==> config.mk <==
export PLATFORM = sky130hd
export DESIGN_NAME = uio_cfg_loader
export DESIGN_NICKNAME = d
export VERILOG_FILES = /design/src/rtl/uio_cfg_pkg.sv /design/src/rtl/uio_cfg_timer.sv /design/src/rtl/uio_cfg_loader.sv
export SDC_FILE = /design/constraint.sdc
export NUM_CORES = 1
export LEC_CHECK = 0
export CORE_UTILIZATION = 40
export CTS_CLUSTER_DIAMETER = 150
export DETAILED_ROUTE_END_ITERATION = 10
export PLACE_DENSITY_LB_ADDON = 0.1
export SYNTH_ARGS = -nofsm -noshare
export SYNTH_HDL_FRONTEND = slang
export SYNTH_SLANG_ARGS = --single-unit
==> constraint.sdc <==
create_clock -name clk -period 2.6 [get_ports clk]
set_clock_uncertainty 0.1 [all_clocks]
set_input_delay 0.26 -clock clk [delete_from_list [all_inputs] [get_ports clk]]
set_output_delay 0.26 -clock clk [all_outputs]
set_load 0.02 [all_outputs]
==> src/rtl/uio_cfg_pkg.sv <==
// rtl/uio_cfg_pkg.sv - shared constants and helpers for the uio configuration loader
// Contents: FSM state encodings, default WIDTH/TIMEOUT, constant clog2 helper.
package uio_cfg_pkg;

   localparam logic [1:0] ST_IDLE   = 2'd0;
   localparam logic [1:0] ST_SHIFT  = 2'd1;
   localparam logic [1:0] ST_PARITY = 2'd2;
   localparam logic [1:0] ST_CHECK  = 2'd3;

   localparam int DEF_WIDTH   = 8;
   localparam int DEF_TIMEOUT = 16;

   // Bits needed to hold values 0..value-1 (minimum 1 bit).
   function automatic int clog2(input int value);
      int r;
      r = 1;
      for (int i = 1; i < 31; i++) begin
         if ((1 << i) < value) r = i + 1;
      end
      return r;
   endfunction

endpackage

==> src/rtl/uio_cfg_timer.sv <==
// rtl/uio_cfg_timer.sv - inter-bit idle counter for the uio configuration loader
// Ports:
//   clk, rst  : clock, synchronous active-high reset
//   clr       : zero the counter this edge (wins over en)
//   en        : count one idle cycle; saturates at TIMEOUT-1, never wraps
//   expired   : counter currently holds TIMEOUT-1
module uio_cfg_timer
   import uio_cfg_pkg::*;
#(
   parameter int TIMEOUT = DEF_TIMEOUT
) (
   input  logic clk,
   input  logic rst,
   input  logic clr,
   input  logic en,
   output logic expired
);

   localparam int TW = clog2(TIMEOUT);
   localparam logic [TW-1:0] LAST = TW'(TIMEOUT - 1);

   logic [TW-1:0] timer;

   always_ff @(posedge clk) begin
      if (rst || clr) begin
         timer <= '0;
      end else if (en && !expired) begin
         timer <= timer + 1'b1;
      end
   end

   assign expired = (timer == LAST);

endmodule

==> src/rtl/uio_cfg_loader.sv <==
// rtl/uio_cfg_loader.sv - framed serial loader for the uio pin-enable vector
// Build option: define UIO_CFG_READBACK_EN to shift the old configuration out on sout.
// Ports:
//   clk, rst              : clock, synchronous active-high reset
//   frame_start           : pulse that begins or restarts a frame
//   bit_valid, bit_data   : qualified serial bit, MSB first, then one even-parity bit
//   err_clr               : clears both sticky error flags
//   cfg_oe                : committed pin-enable vector
//   busy                  : frame in progress
//   done                  : one-cycle pulse after a successful commit
//   err_parity            : sticky parity failure
//   err_timeout           : sticky inter-bit timeout
//   sout                  : readback of the previous configuration (0 when disabled)
module uio_cfg_loader
   import uio_cfg_pkg::*;
#(
   parameter int WIDTH   = DEF_WIDTH,
   parameter int TIMEOUT = DEF_TIMEOUT
) (
   input  logic             clk,
   input  logic             rst,
   input  logic             frame_start,
   input  logic             bit_valid,
   input  logic             bit_data,
   input  logic             err_clr,
   output logic [WIDTH-1:0] cfg_oe,
   output logic             busy,
   output logic             done,
   output logic             err_parity,
   output logic             err_timeout,
   output logic             sout
);

   localparam int CW = clog2(WIDTH + 1);
   localparam logic [CW-1:0] CNT_LAST = CW'(WIDTH - 1);

   logic [1:0]       state;
   logic [WIDTH-1:0] shadow;
   logic [CW-1:0]    count;
   logic             parity_bit;
   logic             in_frame;
   logic             tmr_clr;
   logic             tmr_en;
   logic             tmr_expired;
   logic             parity_ok;

   assign in_frame  = (state == ST_SHIFT) || (state == ST_PARITY);
   // Even parity over data plus parity bit.
   assign parity_ok = ~^{shadow, parity_bit};

   // Timer only runs while waiting for a bit; any bit or restart rearms it.
   assign tmr_clr = !in_frame || frame_start || bit_valid;
   assign tmr_en  = in_frame && !bit_valid;

   uio_cfg_timer #(
      .TIMEOUT (TIMEOUT)
   ) u_timer (
      .clk     (clk),
      .rst     (rst),
      .clr     (tmr_clr),
      .en      (tmr_en),
      .expired (tmr_expired)
   );

   always_ff @(posedge clk) begin
      if (rst) begin
         state       <= ST_IDLE;
         shadow      <= '0;
         count       <= '0;
         parity_bit  <= 1'b0;
         cfg_oe      <= '0;
         done        <= 1'b0;
         err_parity  <= 1'b0;
         err_timeout <= 1'b0;
      end else begin
         done <= 1'b0;
         // Clear first so a same-cycle error below overrides it.
         if (err_clr) begin
            err_parity  <= 1'b0;
            err_timeout <= 1'b0;
         end
         if (frame_start) begin
            // Restart from any state; a pending CHECK is abandoned.
            state  <= ST_SHIFT;
            count  <= '0;
            shadow <= '0;
         end else begin
            case (state)
               ST_SHIFT: begin
                  if (bit_valid) begin
                     shadow <= {shadow[WIDTH-2:0], bit_data};
                     count  <= count + 1'b1;
                     if (count == CNT_LAST) state <= ST_PARITY;
                  end else if (tmr_expired) begin
                     err_timeout <= 1'b1;
                     shadow      <= '0;
                     state       <= ST_IDLE;
                  end
               end
               ST_PARITY: begin
                  if (bit_valid) begin
                     parity_bit <= bit_data;
                     state      <= ST_CHECK;
                  end else if (tmr_expired) begin
                     err_timeout <= 1'b1;
                     shadow      <= '0;
                     state       <= ST_IDLE;
                  end
               end
               ST_CHECK: begin
                  if (parity_ok) begin
                     cfg_oe <= shadow;
                     done   <= 1'b1;
                  end else begin
                     err_parity <= 1'b1;
                  end
                  state <= ST_IDLE;
               end
               default: state <= ST_IDLE;
            endcase
         end
      end
   end

   assign busy = (state != ST_IDLE);

`ifdef UIO_CFG_READBACK_EN
   logic [WIDTH-1:0] readback;

   // Loaded at frame entry, so the host sees the old vector while writing the new one.
   always_ff @(posedge clk) begin
      if (rst) begin
         readback <= '0;
      end else if (frame_start) begin
         readback <= cfg_oe;
      end else if ((state == ST_SHIFT) && bit_valid) begin
         readback <= readback << 1;
      end
   end

   assign sout = (state == ST_SHIFT) ? readback[WIDTH-1] : 1'b0;
`else
   assign sout = 1'b0;
`endif

endmodule

# Word level (Yosys, flattened, before mapping)
# Cells that the tools add are included.
# op_classes
bitwise,2
addsub,2
eq_ne,8
n_reduce_logical,19
muxes,20
# op_table
cell,n
$mux 8,3
$pmux 8 s2,1
$mux 1,11
$reduce_xnor 9->1,1
$add 4x1->4 const B,2
$mux 2,4
$reduce_and 3->1,2
$eq 2x2->1 const B,2
$eq 4x3->1 const B,1
$eq 4x4->1 const B,1
$logic_or 1x1->1,4
$ne 4x3->1 const B,1
$pmux 2 s2,1
$reduce_and 2->1,2
$reduce_bool 2->1,2
$reduce_or 2->1,2
$logic_not 1->1,3
$ne 3x2->1 const B,1
$reduce_or 3->1,1
$eq 2x1->1 const B,1
$logic_and 1x1->1,2
$ne 2x2->1 const B,1
$not 1->1,2
# totals
elab_cells,61
reg_bits,30

# Depth between registers and ports, before layout
# depth
depth_word,6
mapped_depth,6
mapped_depth_nobuf,6

# Hierarchy
# Synthesis repeated with hierarchy kept, for this count alone.
# unflattened
hier_cells,156
hier_area_um2,1457.6
# modules_own_cells
mod,n_inst,cells_each,area_each_um2,seq_area_each_um2
uio_cfg_loader,1,134,1246.2,520.5
uio_cfg_timer,1,22,211.5,80.1

# Worst setup path before layout
# No wires, ideal clock.
# synth_timing
path_type,reg2reg
startpoint,register shadow[5]
endpoint,register cfg_oe[0]
required_time_ns,2.428
path_stages_with_launch,5
setup_time_ns,0.072
arrival_time_ns,1.532
slack_ns,0.896
path_cell_list,dfxtp_1 -> xor2_1 -> xnor3_2 -> mux2i_4 -> mux2i_1
# synth_via
elab_chain_len,2
# synth_rtl
item,line_no,rtl
start: declaration,uio_cfg_loader.sv:38,logic [WIDTH-1:0] shadow;
start signal: assignment,uio_cfg_loader.sv:91,"shadow <= {shadow[WIDTH-2:0], bit_data};"
$reduce_xnor 9->1,uio_cfg_loader.sv:49,"assign parity_ok = ~^{shadow, parity_bit};"
$reduce_and 3->1 (no source line),--,
end signal: assignment,uio_cfg_loader.sv:112,cfg_oe <= shadow;
end: declaration,uio_cfg_loader.sv:26,"output logic [WIDTH-1:0] cfg_oe,"
# No other way between the ends.
# A chain may end at the register's enable or synchronous reset.

# Worst setup path after layout
# layout_timing
startpoint,register state[0]
endpoint,output port busy
# layout_via
elab_chain_len,1
# layout_rtl
item,line_no,rtl
start: declaration,uio_cfg_loader.sv:37,logic [1:0] state;
start signal: assignment,uio_cfg_loader.sv:67,state <= ST_IDLE;
start signal: assignment,uio_cfg_loader.sv:84,state <= ST_SHIFT;
start signal: assignment,uio_cfg_loader.sv:93,if (count == CNT_LAST) state <= ST_PARITY;
$reduce_bool 2->1,uio_cfg_loader.sv:125,assign busy = (state != ST_IDLE);
end: declaration,uio_cfg_loader.sv:27,"output logic busy,"
# No other way between the ends.

==> results.md <==
- Antenna Nets Post-Route: 0
- Maximum number of pins on one net before global-route repair: 14
- Worst setup SP type: flip-flop
- Finished Layout Cells: 215
- TritonCTS buffer count: 5
- Placed cells: 207
- Layout cell share with drive strength beyond 1: 0.0936
- Post-cts sizing count: 0
- Vias: 1088
- Wire per inst: 11.7 um
- Least-Margin Pin Slew: 0.679 ns
- Max IR drop VDD: 333 uV
- Clock Pin Slew Worst Setup and Hold Paths: 0.10 ns
- Slew Viols, Final: 0
- Slew Limit Headroom: 0.545
- Fin crit period: 1.99 ns
- Initial antenna violation count: 0
- Vias in the first global route: 1045
- Max cap viols: 0
- Sw Ratio: 0.243
- GRT Residual Overflow: 0
- Rows: 20
- Asr flop ratio synth: 0
- CTS Buffer Depth: 2
- Commonest non-fill, non-tap cells in the layout: dfxtp_1, nor2_1, nand2_1, clkdlybuf4s50_1, mux2i_1
- Core Footprint: 3150 sq um
- Outcome: finished clean
- Max H-tree Level: 2
- Hold slack: 0.364 ns
- CTS Hold Bufs: 0
- WS Path Type: reg2out
- Clock power share: 0.368
- Setup TNS: 0 ns
- Warnings from Yosys: 0
- Tightest Hold Check Type: reg2reg
- Int Power: 0.000612 W
- Pwr dens: 485 nW/um^2
- Commonest non-fill, non-tap cell in the layout: dfxtp_1
- HPWL after DPL: 1.85 mm
- #FFs+latches synth: 30
- Die Height: 60.7 um
- Register area share after synthesis: 0.435
- Postcts setup bufs: 0
- Final wirelength: 2.52 mm
- Leakage: 0.597 nW
- DR DRC count: 0
- Sequential power share: 0.574
- Die area: 3690 sq um
- First-pass GRT wire length: 4.35 mm
- Synthesized Nets: 160
- Cell count after synthesis: 148
- Req. time, crit path: 2.24 ns
- CP max FO: 4
- Initial Util: 0.438
- Pwr Total: 0.000808 W
- Diode count: 0
- Global Route Usage Sum: 0.165
- Vias per inst: 5.06
- CTS tree: yes
- Clk sink count: 30
- Worst-Skew Late Latency: 0.33 ns
- Gpl congestion: 0.789
- Crit path DAT: 1.63 ns
- Crit. End Element: output pin
- First-pass detailed-route iteration total: 4
- Post-synthesis cell type count: 36
- Top FF cell, synth: dfxtp_1
- Initial DRC count: 47
- Final hold vios: 0
- CTS root buf: clkbuf_4
- FMAX: 502 MHz
- Post-layout net count: 182
- IO Pins: 19
- Comb pwr share: 0.059
- Net switching power: 0.000196 W
- # setup viols final: 0
- Syn_area_per_cell: 9.32 sq um
- RSZ-0062 raised after global routing: false
- Post-synth design cell area: 1380 sq um
- Die width: 60.7 um
- I/O Buffers: 17
- Share of the clock period used by the worst path: 0.767
- Area Overhead vs Synth: 20.7%
- Post-synth EDFFs: 0
cell families after synthesis:
group | count (synthesis) | share of synthesized area
DFF | 30 | 0.435
other | 1 | 0.00272
buffers and inverters | 12 | 0.0354
xor gates and xnor gates | 10 | 0.0852
AOI/OAI and AO/OA | 21 | 0.104
and+or+nand+nor | 58 | 0.201
muxes | 10 | 0.0816
adders and majority gates | 6 | 0.0544
worst paths after layout:
path	start	endpoint	slack [ns]	cells after the start
min reg2reg	cfg_oe[7]	cfg_oe[7]	0.36	2
max reg2reg	shadow[4]	cfg_oe[0]	0.69	4
min	cfg_oe[7]	cfg_oe[7]	0.36	2
max	state[0]	busy	0.61	4
Yosys cell counts (3+ instances only):
| library cell | instances | area share |
|---|---|---|
| mux2i_1 | 9 | 0.065 |
| inv_1 | 8 | 0.022 |
| nor3_1 | 3 | 0.011 |
| ha_1 | 6 | 0.054 |
| nand2_1 | 17 | 0.046 |
| dfxtp_1 | 30 | 0.44 |
| nand2b_1 | 7 | 0.032 |
| xnor2_1 | 6 | 0.038 |
| a21oi_1 | 4 | 0.015 |
| a22oi_1 | 8 | 0.044 |
| o21ai_0 | 3 | 0.011 |
| nor2_1 | 18 | 0.049 |
cell type report:
cell class                      instances  area (sq um)
Clock buffer                            6          51.3
Clock inverter                          2          12.5
Fill cell                             314          1490
Inverter                                8          30.0
Multi-Input combinational cell        106           731
Sequential cell                        30           601
Tap cell                               44          55.1
Timing Repair Buffer                   19           185
metrics by stage:
step                utilization  setup WS [ns]  instance area (sq um)
global placement          0.508          0.654                   1600
CTS                       0.528          0.591                   1670
floorplan                     -          0.896                   1380
finish                    0.528          0.607                   1670
detailed placement        0.508          0.600                   1600
global route              0.528          0.505                   1670
worst max-delay path, cell delays in order (launching register included):
cell and delay [ns]:
dfxtp_1 0.39, inv_1 0.08, ha_1 0.19, inv_1 0.05, clkdlybuf4s50_1 0.59
metal layers:
| metal | track usage | vias to the layer above | wire length, um |
|---|---|---|---|
| met3 | 0.0640 | 7 | 116 |
| li1 | - | 543 | - |
| met2 | 0.270 | 22 | 1190 |
| met4 | 0.0714 | 0 | 46 |
| met1 | 0.192 | 516 | 1170 |
| met5 | 0 | - | 0 |
power by group through the flow:
stage | sequential [W] | combinational, W | clock (W)
floorplan | 0.000474 | 0.0000286 | 0
global placement | 0.000474 | 0.0000476 | 0
detailed placement | 0.000474 | 0.0000479 | 0
CTS | 0.000463 | 0.0000481 | 0.000306
global route | 0.000464 | 0.0000535 | 0.000333
finish | 0.000463 | 0.0000474 | 0.000297
registers in the layout (all words and copies together), names as in the netlist:
register       cells
cfg_oe             8
err_timeout        1
shadow             8
parity_bit         1
done               1
state              2
u_timer.timer      4
err_parity         1
count              4
Power figures use the tool's default switching activity.
